<file path="src/rtl/gpio_bank_ctrl.sv">
// gpio_bank_ctrl: direction/data sequencer for a bank of GPIO pad cells.
// A new bank configuration is taken over a valid/ready handshake. When any
// pad changes direction, pads becoming inputs are released first. Pads
// becoming outputs are driven only after a programmable turnaround gap.
// Pad inputs come back through a masked multi-flop synchroniser.
module gpio_bank_ctrl #(
  parameter int N_GPIO      = 8,
  parameter int TURN_CYC    = 2,
  parameter int SYNC_STAGES = 2
) (
  input  logic              clk,
  input  logic              pReset,
  input  logic              cfg_valid,
  output logic              cfg_ready,
  input  logic [N_GPIO-1:0] cfg_dir,
  input  logic [N_GPIO-1:0] cfg_dout,
  output logic              cfg_done,
  output logic [N_GPIO-1:0] gpio_dir,
  output logic [N_GPIO-1:0] gpio_a,
  input  logic [N_GPIO-1:0] gpio_y,
  output logic [N_GPIO-1:0] din
);

  // Counter must hold TURN_CYC; keep at least one bit when the gap is zero.
  localparam int CNT_W = (TURN_CYC > 0) ? $clog2(TURN_CYC + 1) : 1;

  typedef enum logic [1:0] {
    S_IDLE    = 2'd0,
    S_RELEASE = 2'd1,
    S_TURN    = 2'd2,
    S_DRIVE   = 2'd3
  } state_t;

  state_t              r_state;
  logic [CNT_W-1:0]    r_cnt;
  logic [N_GPIO-1:0]   r_cfg_dir;
  logic [N_GPIO-1:0]   r_cfg_dout;
  logic [N_GPIO-1:0]   r_dir;
  logic [N_GPIO-1:0]   r_a;
  logic                r_done;
  logic [N_GPIO-1:0]   r_sync [SYNC_STAGES];
  logic                w_xfer;

  assign cfg_ready = (r_state == S_IDLE) & ~pReset;
  assign w_xfer    = cfg_valid & cfg_ready;
  assign gpio_dir  = r_dir;
  assign gpio_a    = r_a;
  assign cfg_done  = r_done;
  assign din       = r_sync[SYNC_STAGES-1];

  // Configuration sequencer: accept, release, wait the turnaround, then drive.
  always_ff @(posedge clk) begin
    if (pReset) begin
      r_state    <= S_IDLE;
      r_cnt      <= '0;
      r_cfg_dir  <= '0;
      r_cfg_dout <= '0;
      r_dir      <= '1;
      r_a        <= '0;
      r_done     <= 1'b0;
    end else begin
      r_done <= 1'b0;
      case (r_state)
        S_IDLE: begin
          if (w_xfer) begin
            r_cfg_dir  <= cfg_dir;
            r_cfg_dout <= cfg_dout;
            // Unchanged direction means a pure data update: skip the gap.
            if (cfg_dir == r_dir) begin
              r_state <= S_DRIVE;
            end else begin
              r_state <= S_RELEASE;
            end
          end
        end
        S_RELEASE: begin
          // Pads heading to input let go now; pads heading to output wait.
          r_dir <= r_dir | r_cfg_dir;
          if (TURN_CYC == 0) begin
            r_state <= S_DRIVE;
          end else begin
            r_cnt   <= CNT_W'(TURN_CYC);
            r_state <= S_TURN;
          end
        end
        S_TURN: begin
          // A zero count can only come from corruption; leave rather than stall.
          if (r_cnt <= CNT_W'(1)) begin
            r_state <= S_DRIVE;
          end
          r_cnt <= r_cnt - CNT_W'(1);
        end
        S_DRIVE: begin
          // Data and direction land together so a new output never shows stale data.
          r_dir   <= r_cfg_dir;
          r_a     <= r_cfg_dout;
          r_done  <= 1'b1;
          r_state <= S_IDLE;
        end
        default: begin
          r_state <= S_IDLE;
        end
      endcase
    end
  end

  // Pad input synchroniser; output pads are masked before the first flop so
  // an undriven Y never reaches the fabric.
  always_ff @(posedge clk) begin
    if (pReset) begin
      for (int i = 0; i < SYNC_STAGES; i++) begin
        r_sync[i] <= '0;
      end
    end else begin
      r_sync[0] <= gpio_y & r_dir;
      for (int i = 1; i < SYNC_STAGES; i++) begin
        r_sync[i] <= r_sync[i-1];
      end
    end
  end

endmodule
</file>
<file path="config.mk">
export PLATFORM = sky130hd
export DESIGN_NAME = gpio_bank_ctrl
export DESIGN_NICKNAME = d
export VERILOG_FILES = /design/src/rtl/gpio_bank_ctrl.sv
export SDC_FILE = /design/constraint.sdc
export NUM_CORES = 1
export LEC_CHECK = 0
export ABC_AREA = 0
export BUFFER_PORTS_ARGS = -buffer_cell sky130_fd_sc_hd__buf_2
export CAP_MARGIN = 20
export CORE_MARGIN = 4
export CORE_UTILIZATION = 42
export CTS_CLUSTER_SIZE = 20
export DETAILED_ROUTE_END_ITERATION = 10
export PLACE_DENSITY = 0.66
export SLEW_MARGIN = 5
export SYNTH_ARGS = -nofsm -noshare
export SYNTH_HDL_FRONTEND = slang
export SYNTH_SLANG_ARGS = --single-unit
</file>
<file path="constraint.sdc">
create_clock -name clk -period 1.85 [get_ports clk]
set_input_delay 0.0925 -clock clk [delete_from_list [all_inputs] [get_ports clk]]
set_output_delay 0.0925 -clock clk [all_outputs]
set_load 0.03 [all_outputs]
</file>
-- After elaboration in Yosys (flattened, before gate mapping)
Memory sizes are Yosys's and may differ from the RTL's.
Index checks and enable logic that the tools add are counted.
W data, S select, Z words.
- add/sub/neg operators: 1
- multiply operators: 0
- divide/modulo/power cells: 0
- magnitude comparators: 1
- eq/ne operators: 6
- shift-type cells: 0
- muxes and demuxes: 12
- bitwise gates (word level): 7
- reduce and logical (&&, ||, !) cells: 5
- operators by type and width (cell ; number):
    $mux W8 ; 2
    $pmux W8 S2 ; 1
    $and A8 B8 Y8 ; 1
    $eq A8 B8 Y1 ; 1
    $or A8 B8 Y8 ; 1
    $pmux W2 S4 ; 1
    $mux W2 ; 3
    $eq A2 B2 Y1 const B ; 2
    $mux W1 ; 4
    $ne A2 B2 Y1 const B ; 2
    $pmux W2 S2 ; 1
    $reduce_and A2 Y1 ; 2
    $reduce_bool A2 Y1 ; 2
    $and A1 B1 Y1 ; 2
    $eq A2 B1 Y1 const B ; 1
    $le A2 B1 Y1 const B ; 1
    $logic_not A2 Y1 ; 1
    $or A1 B1 Y1 ; 2
    $sub A2 B1 Y2 const B ; 1
    $not A1 Y1 ; 1
- bits in registers: 37
- bits in latches: 0
- memory bits (writable): 16
- bits in read-only memories: 0
- input bits: 27
- output and inout port bits: 26
- word-level logic and storage cells: 40
- memories kept: 1
- memories (memory ; words ; bits a word ; read ports ; clocked after Yosys merged registers in ; write ports ; RTL line ; source):
    r_sync ; 2 ; 8 ; 2 ; 0 ; 2 ; 41 ; logic [N_GPIO-1:0] r_sync [SYNC_STAGES];

-- Longest topological paths before layout
- depth after elaboration: 5
- mapped depth: 8
- gate-level depth less buffers: 6

-- Worst setup path before layout
Ideal clock, no wire load.
- kind: flip-flop to flip-flop
- start: reg r_state[0]
- end: reg r_cfg_dir[0]
- library setup time: 0.117 ns
- arrival: 1.463 ns
- slack: 0.270 ns
- cell stages (with the launch flop): 8
- buffers on the path: 2
- clock period less this slack: 1.580 ns
- cell sequence: dfxtp_1 -> inv_1 -> ha_1 -> nor2b_2 -> and2_1 -> buf_4 -> buf_4 -> o21ai_1
- longest elaborated chain between the ends: 4
- RTL lines (element ; RTL line ; source):
    from (decl) ; 34 ; state_t r_state;
    from (signal assigned) ; 54 ; r_state <= S_IDLE;
    from (signal assigned) ; 70 ; r_state <= S_DRIVE;
    from (signal assigned) ; 72 ; r_state <= S_RELEASE;
    $logic_not A2 Y1 ; 44 ; assign cfg_ready = (r_state == S_IDLE) & ~pReset;
    $and A1 B1 Y1 ; 44 ;
    via cfg_ready ; 14 ; output logic cfg_ready,
    $and A1 B1 Y1 ; 45 ; assign w_xfer = cfg_valid & cfg_ready;
    $reduce_and A2 Y1 (no source line) ; - ;
    to (signal assigned) ; 66 ; r_cfg_dir <= cfg_dir;
    to (decl) ; 36 ; logic [N_GPIO-1:0] r_cfg_dir;
The timed path passes the listed nets, and every way through them passes these cells.
A chain may end at the register's enable or synchronous reset.

-- Worst setup path in the final report
- start: reg r_state[0]
- end: reg r_cfg_dir[1]
- longest elaborated chain between the ends: 4
- RTL lines (element ; RTL line):
    $logic_not A2 Y1 (*) ; 44, 63
    $and A1 B1 Y1 ; 44
    $and A1 B1 Y1 ; 45
    $reduce_and A2 Y1 (no source line) (*) ; -
Every way passes the cells marked *; elsewhere a longest branch is shown, timed or not.

==> results by group <==
Critical path
  – WP data arrival: 1.89 ns
  – Crit path max-delay family: simple AND/OR/NAND/NOR gates
  – Setup crit end kind: register
  – Worst Path Max Fanout: 22
  – WS Path Type: reg2reg
  – Critical path's largest stage delay: around 0.40 ns
  – Worst path slowest cell: and2_1
  – CP Buf/Inv Count: 2
  – Startpoint Class: register
  – Critical path cell sequence: inv_1 -> ha_1 -> nor2b_2 -> and2_1 -> buf_12 -> nand2_1 -> o21ai_1
  – WP data required: about 2.1 ns

STA
  – Period utilization: 0.889
  – RSZ-0062 raised after global routing: false
  – Min Clock Period, post-route: 1.65 ns
  – Setup TNS: 0 ns
  – Highest Clock Rate: 608 MHz
  – Final hold violation count: 0
  – Setup Skew: 0.00450 ns
  – Slew headroom: 0.718
  – Endpoints failing setup: 0
  – Slew Viols, Final: 0
  – Worst Max-Slew Pin Slew: 0.423 ns

Detailed routing
  – Iter 0 DRT Violations: 58
  – Routed Antenna Nets: 0
  – TritonRoute pass-1 iters: 4
  – Wirelength per Cell: 11.9 microns
  – Via count: roughly 1500
  – Total routed wirelength: 3950 microns
  – Vias/cell: 4.48
  – # DRC: 0

Synthesis
  – Post-synth top area share: 0.520
  – Synthesized area: approximately 0.0020 sq mm
  – Post-Syn Nets: 240
  – Register bit total from synthesis: 53
  – Distinct cell type count after synthesis: 27
  – Synthesized instance count: roughly 210
  – Synthesis Warnings: 0
  – Sequential area share after synthesis: 0.520
  – Top cell type by total area after synthesis: dfxtp_1
  – Synth top cells by count: dfxtp_1 (53), nand2_1 (23), nor2_1 (19)
  – Count leader, synth: dfxtp_1
  – Asr flop ratio synth: 0
  – Synth top area cells: dfxtp_1 (52%), nand2b_1 (5.5%), mux2i_1 (4.4%)
  – Most used DFF post-synth: dfxtp_1
  – Avg Inst Size Synth: 9.82 sq um
  – Post-synth EDFFs: 0

Die
  – Die area: 0.00604 sq mm
  – Initial Utilization: 0.432
  – # rows: 25
  – Height of the die: 77.7 microns
  – Chip width: 77.7 microns
  – Ports: 53
  – Core area: 0.00472 sq mm

Finish
  – Fillers: 436
  – Area of the multi-input gates: 811 sq um
  – Nets@finish: 296
  – Area growth syn-to-layout: 22.6%
  – Share of post-route cells with drive strength above 1: 0.245
  – FF/Latch Area: 0.00106 sq mm
  – Inserted Diodes: 0

Pwr
  – P_leak: 1.05 nW
  – Maximum ir drop on the vdd rail: roughly 0.00042 V
  – Cell area power density: roughly 870 mW/mm^2
  – Final Power: between 2 and 2.5 mW

Clock tree
  – Reg clk slew, reported paths: around 0.10 ns
  – CTS root buf: clkbuf_8
  – TritonCTS clock tree: built
  – Clk Latency, worst-skew pair: around 0.31 ns
  – Clock Sinks: 53
  – Setup bufs post-CTS: 0
  – CTS max path bufs: 2
  – Num CTS Buffers: 5
  – H-tree depth: 2

Hold path
  – Worst hold path type: in2reg

GRT
  – Initial antenna violation count: 0
  – Number of global-route vias before repair: about 1400
  – Total grt overflow: 0
  – First-pass GRT wire length: 6480 microns
  – Largest net degree at the start of global routing: 36
  – All-Layer GR Usage: 0.136

Job
  – Max-Cap Viols: 0

Placed design
  – IO Port Bufs: 52
  – Half-perimeter wire length after placement: 2640 microns
  – Routability cong.: between 0.7 and 0.8

Outcome
  – Run status: finished clean
area by class of cell:
class,instances,area share
clock inverter,3,0.00850
inverter,6,0.00900
multi-input combinational,129,0.324
tap,67,0.0335
clock buffer,5,0.0275
timing repair buffer,69,0.174
sequential,53,0.424
worst min-delay path, delay by kind of cell:
family | cells | cell delay, ns
buffers and inverters | 1 | 0.08
AO/OA/AOI/OAI | 1 | 0.07
AND/OR/NAND/NOR | 1 | 0.04
power breakdown:
group          switching (mW)  internal [mW]  total (mW)
sequential             0.0348           1.20        1.24
combinational           0.151          0.128       0.280
clock                   0.387          0.269       0.656
total                   0.573           1.60        2.18
cells in the final DEF, fill, tap and decap left out, types with 5 or more instances in the layout:
cell	Yosys	final
nor2_1	19	19
xor2_1	7	7
clkbuf_8	0	5
ha_1	5	5
dfxtp_1	53	53
dlygate4sd3_1	0	14
nand2_1	23	23
o21ai_1	17	17
nand2b_1	18	18
buf_2	4	52
nor2b_1	9	9
a221o_1	8	8
inv_1	6	6
mux2i_1	9	9
per-stage QoR:
stage	utilization	std cells	hold slack (ns)	setup WS, ns	area [sq um]
final	0.530	332	0.0134	0.205	2500
after global routing	0.530	332	0.0131	0.0587	2500
after CTS	0.530	332	0.00236	0.186	2500
after detailed placement	0.481	310	0.303	0.212	2270
after global placement	0.481	310	0.299	0.293	2270
after floorplan	-	208	0.207	0.270	2040
worst paths after layout:
check | to | slack, ns | cells past startpoint | startpoint
max | r_cfg_dir[1] | 0.20 | 7 | r_state[0]
min | r_cfg_dout[0] | 0.01 | 3 | cfg_dout[0]
max reg2reg | r_cfg_dir[1] | 0.20 | 7 | r_state[0]
min reg2reg | r_sync[0][8] | 0.44 | 1 | r_sync[0][0]
what timing repair did:
| item | 4_1_cts | 5_1_grt |
|---|---|---|
| hold buffers | 14 | 0 |
| resized for setup | 0 | 0 |
| endpoints found under the hold margin | 14 | 0 |
registers in the layout, summed over array words and instances, names as in the netlist:
register,count
gpio_a,8
r_cnt,2
r_cfg_dir,8
r_state,2
r_cfg_dout,8
cfg_done,1
gpio_dir,8
r_sync,16
cell families after synthesis:
kind of cell / count (synthesis) / synth area share
flops: 53 / 0.520
compound gates: 28 / 0.0956
fa+ha+maj: 5 / 0.0306
mux: 9 / 0.0441
simple gates: 79 / 0.192
buf+inv: 26 / 0.0833
xor+xnor: 8 / 0.0343
per-layer routing:
metal / up-vias / wire length (microns) / GRT usage
met4: 0 / 80 / 0.0587
met1: 660 / 1800 / 0.169
met5: - / 0 / 0
met2: 34 / 1900 / 0.222
met3: 9 / 180 / 0.0360
li1: 784 / - / -
No activity file was read; power rests on OpenSTA's default activity.
